===== config.mk =====
export PLATFORM = sky130hd
export DESIGN_NAME = muldiv_unit
export DESIGN_NICKNAME = d
export VERILOG_FILES = /design/src/rtl/muldiv_unit_pkg.sv /design/src/rtl/muldiv_step.sv /design/src/rtl/muldiv_unit.sv
export SDC_FILE = /design/constraint.sdc
export NUM_CORES = 1
export LEC_CHECK = 0
export ABC_CLOCK_PERIOD_IN_PS = 4900
export BUFFER_PORTS_ARGS = -buffer_cell sky130_fd_sc_hd__buf_2
export CAP_MARGIN = 25
export CORE_UTILIZATION = 45
export CTS_BUF_LIST = sky130_fd_sc_hd__clkbuf_2 sky130_fd_sc_hd__clkbuf_4 sky130_fd_sc_hd__clkbuf_8
export DETAILED_ROUTE_END_ITERATION = 6
export GPL_TIMING_DRIVEN = 0
export PLACE_DENSITY = 0.74
export SETUP_SLACK_MARGIN = 0.2
export SYNTH_ARGS = -nofsm -noshare
export SYNTH_HDL_FRONTEND = slang
export SYNTH_SLANG_ARGS = --single-unit

===== constraint.sdc =====
create_clock -name clock -period 4.9 [get_ports clock]
set_input_delay 0.98 -clock clock [delete_from_list [all_inputs] [get_ports clock]]
set_output_delay 0.98 -clock clock [all_outputs]
set_load 0.1 [all_outputs]

===== src/rtl/muldiv_unit_pkg.sv =====
// Shared definitions for the iterative multiply/divide unit: op codes and FSM states.
package muldiv_unit_pkg;

   // op[1] selects divide, op[0] selects signed
   localparam logic [1:0] OP_MULU = 2'b00;
   localparam logic [1:0] OP_MULS = 2'b01;
   localparam logic [1:0] OP_DIVU = 2'b10;
   localparam logic [1:0] OP_DIVS = 2'b11;

   typedef enum logic [1:0] {
      ST_IDLE  = 2'b00,
      ST_CALC  = 2'b01,
      ST_FIXUP = 2'b10,
      ST_DONE  = 2'b11
   } state_t;

endpackage


===== src/rtl/muldiv_step.sv =====
// One radix-2 iteration on the double-width accumulator.
// Multiply: acc = {partial_hi, multiplier_lo}; conditional add then shift right.
// Divide:   acc = {remainder, dividend/quotient}; shift left, trial subtract, restore.
module muldiv_step #(
   parameter int WIDTH = 16
) (
   input  logic                 is_div,
   input  logic [2*WIDTH-1:0]   acc,
   input  logic [WIDTH-1:0]     opnd,
   output logic [2*WIDTH-1:0]   acc_next
);

   logic [WIDTH:0]   sum;
   logic [2*WIDTH:0] sh;
   logic [WIDTH:0]   diff;

   // single add-shift or subtract-restore step
   always_comb begin
      sum      = {1'b0, acc[2*WIDTH-1:WIDTH]} + (acc[0] ? {1'b0, opnd} : '0);
      sh       = {acc, 1'b0};
      diff     = sh[2*WIDTH:WIDTH] - {1'b0, opnd};
      acc_next = '0;
      if (!is_div)
         acc_next = {sum, acc[WIDTH-1:1]};
      else if (!diff[WIDTH])
         acc_next = {diff[WIDTH-1:0], sh[WIDTH-1:1], 1'b1};
      else
         acc_next = sh[2*WIDTH-1:0];
   end

endmodule


===== src/rtl/muldiv_unit.sv =====
// Iterative multiply/divide unit for the EX stage. Operates on magnitudes and
// applies signs in a fixup cycle; double-width result goes out as lo/hi.
module muldiv_unit
   import muldiv_unit_pkg::*;
#(
   parameter int WIDTH     = 16,
   parameter bit SIGNED_EN = 1'b1
) (
   input  logic             clock,
   input  logic             reset,
   input  logic             start,
   input  logic [1:0]       op,
   input  logic             flush,
   input  logic [WIDTH-1:0] in_a,
   input  logic [WIDTH-1:0] in_b,
   output logic             busy,
   output logic             stall_req,
   output logic             done,
   output logic [WIDTH-1:0] result_lo,
   output logic [WIDTH-1:0] result_hi,
   output logic             div_by_zero,
   output logic             ovf
);

   localparam int CW = $clog2(WIDTH);
   localparam logic [WIDTH-1:0] MIN_VAL = {1'b1, {(WIDTH-1){1'b0}}};

   state_t             state, state_nxt;
   logic [2*WIDTH-1:0] acc, acc_step, prod;
   logic [WIDTH-1:0]   opnd, quo, rem, fix_lo, fix_hi;
   logic [CW-1:0]      count;
   logic               is_div, neg_q, neg_r, ovf_pend;
   logic               signed_op, sign_a, sign_b, launch, dbz_in;
   logic [WIDTH-1:0]   abs_a, abs_b;

   // operand conditioning at launch (magnitudes, signs, early exits)
   always_comb begin
      signed_op = SIGNED_EN && op[0];
      sign_a    = signed_op & in_a[WIDTH-1];
      sign_b    = signed_op & in_b[WIDTH-1];
      abs_a     = sign_a ? -in_a : in_a;
      abs_b     = sign_b ? -in_b : in_b;
      launch    = start & ~flush & (state == ST_IDLE);
      dbz_in    = op[1] & (in_b == '0);
   end

   muldiv_step #(.WIDTH(WIDTH)) u_step (
      .is_div   (is_div),
      .acc      (acc),
      .opnd     (opnd),
      .acc_next (acc_step)
   );

   // sign fixup of the finished magnitudes; MIN/-1 falls out as MIN naturally
   always_comb begin
      prod   = neg_q ? -acc : acc;
      quo    = neg_q ? -acc[WIDTH-1:0] : acc[WIDTH-1:0];
      rem    = neg_r ? -acc[2*WIDTH-1:WIDTH] : acc[2*WIDTH-1:WIDTH];
      fix_lo = is_div ? quo : prod[WIDTH-1:0];
      fix_hi = is_div ? rem : prod[2*WIDTH-1:WIDTH];
   end

   // state register
   always_ff @(posedge clock or negedge reset) begin
      if (!reset) state <= ST_IDLE;
      else        state <= state_nxt;
   end

   // next-state logic; flush overrides everything
   always_comb begin
      state_nxt = state;
      if (flush) state_nxt = ST_IDLE;
      else begin
         case (state)
            ST_IDLE:  if (start) state_nxt = dbz_in ? ST_DONE : ST_CALC;
            ST_CALC:  if (count == '0) state_nxt = ST_FIXUP;
            ST_FIXUP: state_nxt = ST_DONE;
            ST_DONE:  state_nxt = ST_IDLE;
            default:  state_nxt = ST_IDLE;
         endcase
      end
   end

   // FSM outputs
   always_comb begin
      busy      = (state != ST_IDLE);
      done      = (state == ST_DONE);
      stall_req = (start & (state == ST_IDLE) & ~flush) | (busy & (state != ST_DONE));
   end

   // datapath: load at launch, iterate in CALC, publish results entering DONE
   always_ff @(posedge clock or negedge reset) begin
      if (!reset) begin
         acc         <= '0;
         opnd        <= '0;
         count       <= '0;
         is_div      <= 1'b0;
         neg_q       <= 1'b0;
         neg_r       <= 1'b0;
         ovf_pend    <= 1'b0;
         result_lo   <= '0;
         result_hi   <= '0;
         div_by_zero <= 1'b0;
         ovf         <= 1'b0;
      end else if (launch) begin
         opnd     <= op[1] ? abs_b : abs_a;
         acc      <= {{WIDTH{1'b0}}, (op[1] ? abs_a : abs_b)};
         count    <= CW'(WIDTH - 1);
         is_div   <= op[1];
         neg_q    <= sign_a ^ sign_b;
         neg_r    <= sign_a;
         ovf_pend <= signed_op & op[1] & (in_a == MIN_VAL) & (in_b == '1);
         if (dbz_in) begin
            result_lo   <= '1;
            result_hi   <= in_a;
            div_by_zero <= 1'b1;
            ovf         <= 1'b0;
         end
      end else if (!flush && state == ST_CALC) begin
         acc   <= acc_step;
         count <= count - 1'b1;
      end else if (!flush && state == ST_FIXUP) begin
         result_lo   <= fix_lo;
         result_hi   <= fix_hi;
         div_by_zero <= 1'b0;
         ovf         <= ovf_pend;
      end
   end

endmodule


==> results.json <==
{
  "outcome": "finished clean",
  "p_comb_frac": 0.690,
  "async_flop_share": 1.00,
  "drt_pre_antenna_iters": 5,
  "drc": 0,
  "finalNonFillerCells": 1268,
  "layout-drive-gt1-share": 0.114,
  "sw_frac_of_total": 0.568,
  "num-nets-final": 1125,
  "worstMarginPinSlew_ns": 0.982,
  "cts_tree": "done",
  "min_period_ns": 3.67,
  "worstHoldPathType": "reg -> reg",
  "timing.rr.start": "acc[0]",
  "final_cell_area_mm2": 0.00857,
  "layout_commonest_cell": "o21ai_0",
  "clockBufferDepth": 2,
  "cap_violations": 0,
  "post_dp_cell_area_mm2": 0.00834,
  "grt_antenna_before_repair": 0,
  "required_ns": 3.92,
  "drt-initial-drc-count": 916,
  "rows": 47,
  "powerDensity_mw_per_mm2": 782,
  "wl_met1_um": 10800,
  "cellLeakagePower_nw": 3.86,
  "dominantRegCellSynth": "dfrtp_1",
  "cts_sinks": 92,
  "cts_post_setup_buffers_inserted": 0,
  "wl_per_cell_um": 19.2,
  "ir_worst_vdd_mv": 0.508,
  "finalMaxSlewViolations": 0,
  "pin_count": 75,
  "start_util": 0.461,
  "ctsResizeCount": 0,
  "htree_levels": 3,
  "finalSetupViolCount": 0,
  "cts_buffers": 9,
  "diodes": 0,
  "synth_nets": 1040,
  "ys_ff_latch": 92,
  "place_congestion": 0.975,
  "drt_wl_total_um": 24300,
  "top_layer_used": "met4",
  "dp_hpwl_um": 18800,
  "root_buffer": "clkbuf_8",
  "skew_ns": 0.0153,
  "worstPathMaxFanout": 10,
  "clock_latency_ns": 0.39,
  "holdBufCountCts": 0,
  "ant_nets": 0,
  "min_period_over_period": 0.749,
  "core_area_mm2": 0.0166,
  "final_cell_mix": "96 x o21ai_0, 94 x nor2_1, 94 x a21oi_1",
  "port_buffers": 73,
  "nFillCells": 1596,
  "area_growth_pct": 11.7,
  "seq_area_frac_synth": 0.300,
  "hp-start": "div_by_zero",
  "grt-ovfl-total": 0,
  "setup.worst_path.start_class": "flop",
  "rsz0062_at_grt": "no",
  "synth_area_leader_cell": "dfrtp_1",
  "ys_warn_count": 0,
  "grt_usage": 0.285,
  "max-slew-margin-rel": 0.345,
  "vias": 7774,
  "synth_edf_count": 0,
  "die_x_um": 133,
  "cp_data_arrival_time_ns": 2.69,
  "end_kind": "primary output",
  "grt_pass1_vias": 7107,
  "internal_power_w": 0.00290,
  "die_y_um": 133,
  "finalSetupTns_ns": 0,
  "avgSynthCellArea_um2": 8.01,
  "fin_hold_ws_ns": 0.478,
  "grt_pass1_wl_um": 39200,
  "synth.top_cells.by_area": "dfrtp_1 30%, ha_1 6.8%, o21ai_0 6.3%",
  "hold_violations": 0,
  "grt_start_max_net_pins": 69,
  "dp.cells": 1252,
  "wl_met2_um": 10600,
  "p_sw_w": 0.00380,
  "power_frac_clock": 0.092,
  "seqPwrFrac": 0.219,
  "startpoint": "state[0]",
  "synth.distinct_cells": 74,
  "dieArea_mm2": 0.0176,
  "via_per_inst": 6.13,
  "fmax_mhz": 272,
  "synth_cells": 958,
  "netlist_area_mm2": 0.00767,
  "wl_met3_um": 2050,
  "synth_top_area_frac": 0.300,
  "clk_pin_slew_ns": 0.10,
  "criticalPathCategory": "reg -> out"
}
## worst paths after layout
| path | end | slack, ns | depth (start not counted) |
|---|---|---|---|
| worst max-delay path | stall_req | 1.23 | 8 |
| worst min-delay path | div_by_zero | 0.48 | 2 |
| worst max register to register | result_hi[6] | 1.27 | 10 |
| worst min register to register | div_by_zero | 0.48 | 2 |
| max in group asynchronous | result_hi[9] | 3.71 | 2 |
| min in group asynchronous | count[1] | 0.49 | 1 |
## stage by stage
| stage | utilization | power, W | setup slack, ns |
|---|---|---|---|
| 2_1_floorplan | - | 0.00498 | 1.42 |
| 3_3_place_gp | 0.500 | 0.00593 | 1.34 |
| 3_5_place_dp | 0.501 | 0.00599 | 1.33 |
| 4_1_cts | 0.515 | 0.00663 | 1.25 |
| 5_1_grt | 0.515 | 0.00717 | 1.05 |
| 6_report | 0.515 | 0.00670 | 1.23 |
## power groups by stage
| stage | Combinational (W) | Sequential (W) | Clock (W) |
|---|---|---|---|
| after floorplan | 0.00275 | 0.00223 | 0 |
| after global routing | 0.00501 | 0.00151 | 0.000647 |
| after global placement | 0.00447 | 0.00146 | 0 |
| final | 0.00462 | 0.00147 | 0.000613 |
| after CTS | 0.00456 | 0.00145 | 0.000615 |
| after detailed placement | 0.00453 | 0.00146 | 0 |
## worst max-delay path, stage by stage (launching register included)
cell      delay, ns
dfrtp_1        0.43
inv_1          0.10
ha_1           0.26
nand2_1        0.13
or2_2          0.29
clkbuf_1       0.19
clkbuf_1       0.31
nand2b_1       0.15
buf_2          0.43
## logic make-up (layout without fill, tap and decap cells)
kind of cell	after synthesis	in the layout	share of synthesized area
xor+xnor	79	79	0.0902
compound gates	309	309	0.248
buf+inv	90	180	0.0470
mux	37	37	0.0491
fa+ha+maj	44	44	0.0737
simple gates	307	307	0.192
flops	92	92	0.300
## cell usage after synthesis, types with 7 or more instances
cell type   n
ha_1       42
and3_1      7
dfrtp_1    92
o211ai_1   10
o21ai_0    96
nor3_1     28
inv_1      42
clkbuf_1   36
xor2_1     40
xnor2_1    39
a31oi_1    13
mux2i_1    32
nand3_1    14
a21o_1     10
a211oi_1    8
nand4_1     8
nor4_1      9
nor2_1     94
nand2_1    88
nand2b_1    8
o31ai_1    12
a21oi_1    94
or3_1      10
## state kept, by name, summed over array words and instances, names as in the netlist
register and cells:
state 2, ovf_pend 1, div_by_zero 1, count 4
neg_q 1, result_lo 16, neg_r 1, is_div 1
ovf 1, result_hi 16, opnd 16, acc 32
## layout make-up
type	count	area, µm²	share of cell area
clock buffers	11	145	0.0169
repair buffers	74	395	0.0461
clock inverters	5	83.8	0.00978
well taps	220	275	0.0321
plain buffers	48	203	0.0236
multi-input cells	776	5010	0.585
inverters	42	158	0.0184
flip-flops and latches	92	2300	0.269
## routing by layer
| metal | up-vias | global-route usage |
|---|---|---|
| li1 | 3636 | - |
| met1 | 3686 | 0.404 |
| met2 | 385 | 0.427 |
| met3 | 67 | 0.0487 |
| met4 | 0 | 0.119 |
| met5 | - | 0 |
No activity file was read; power rests on OpenSTA's default activity.
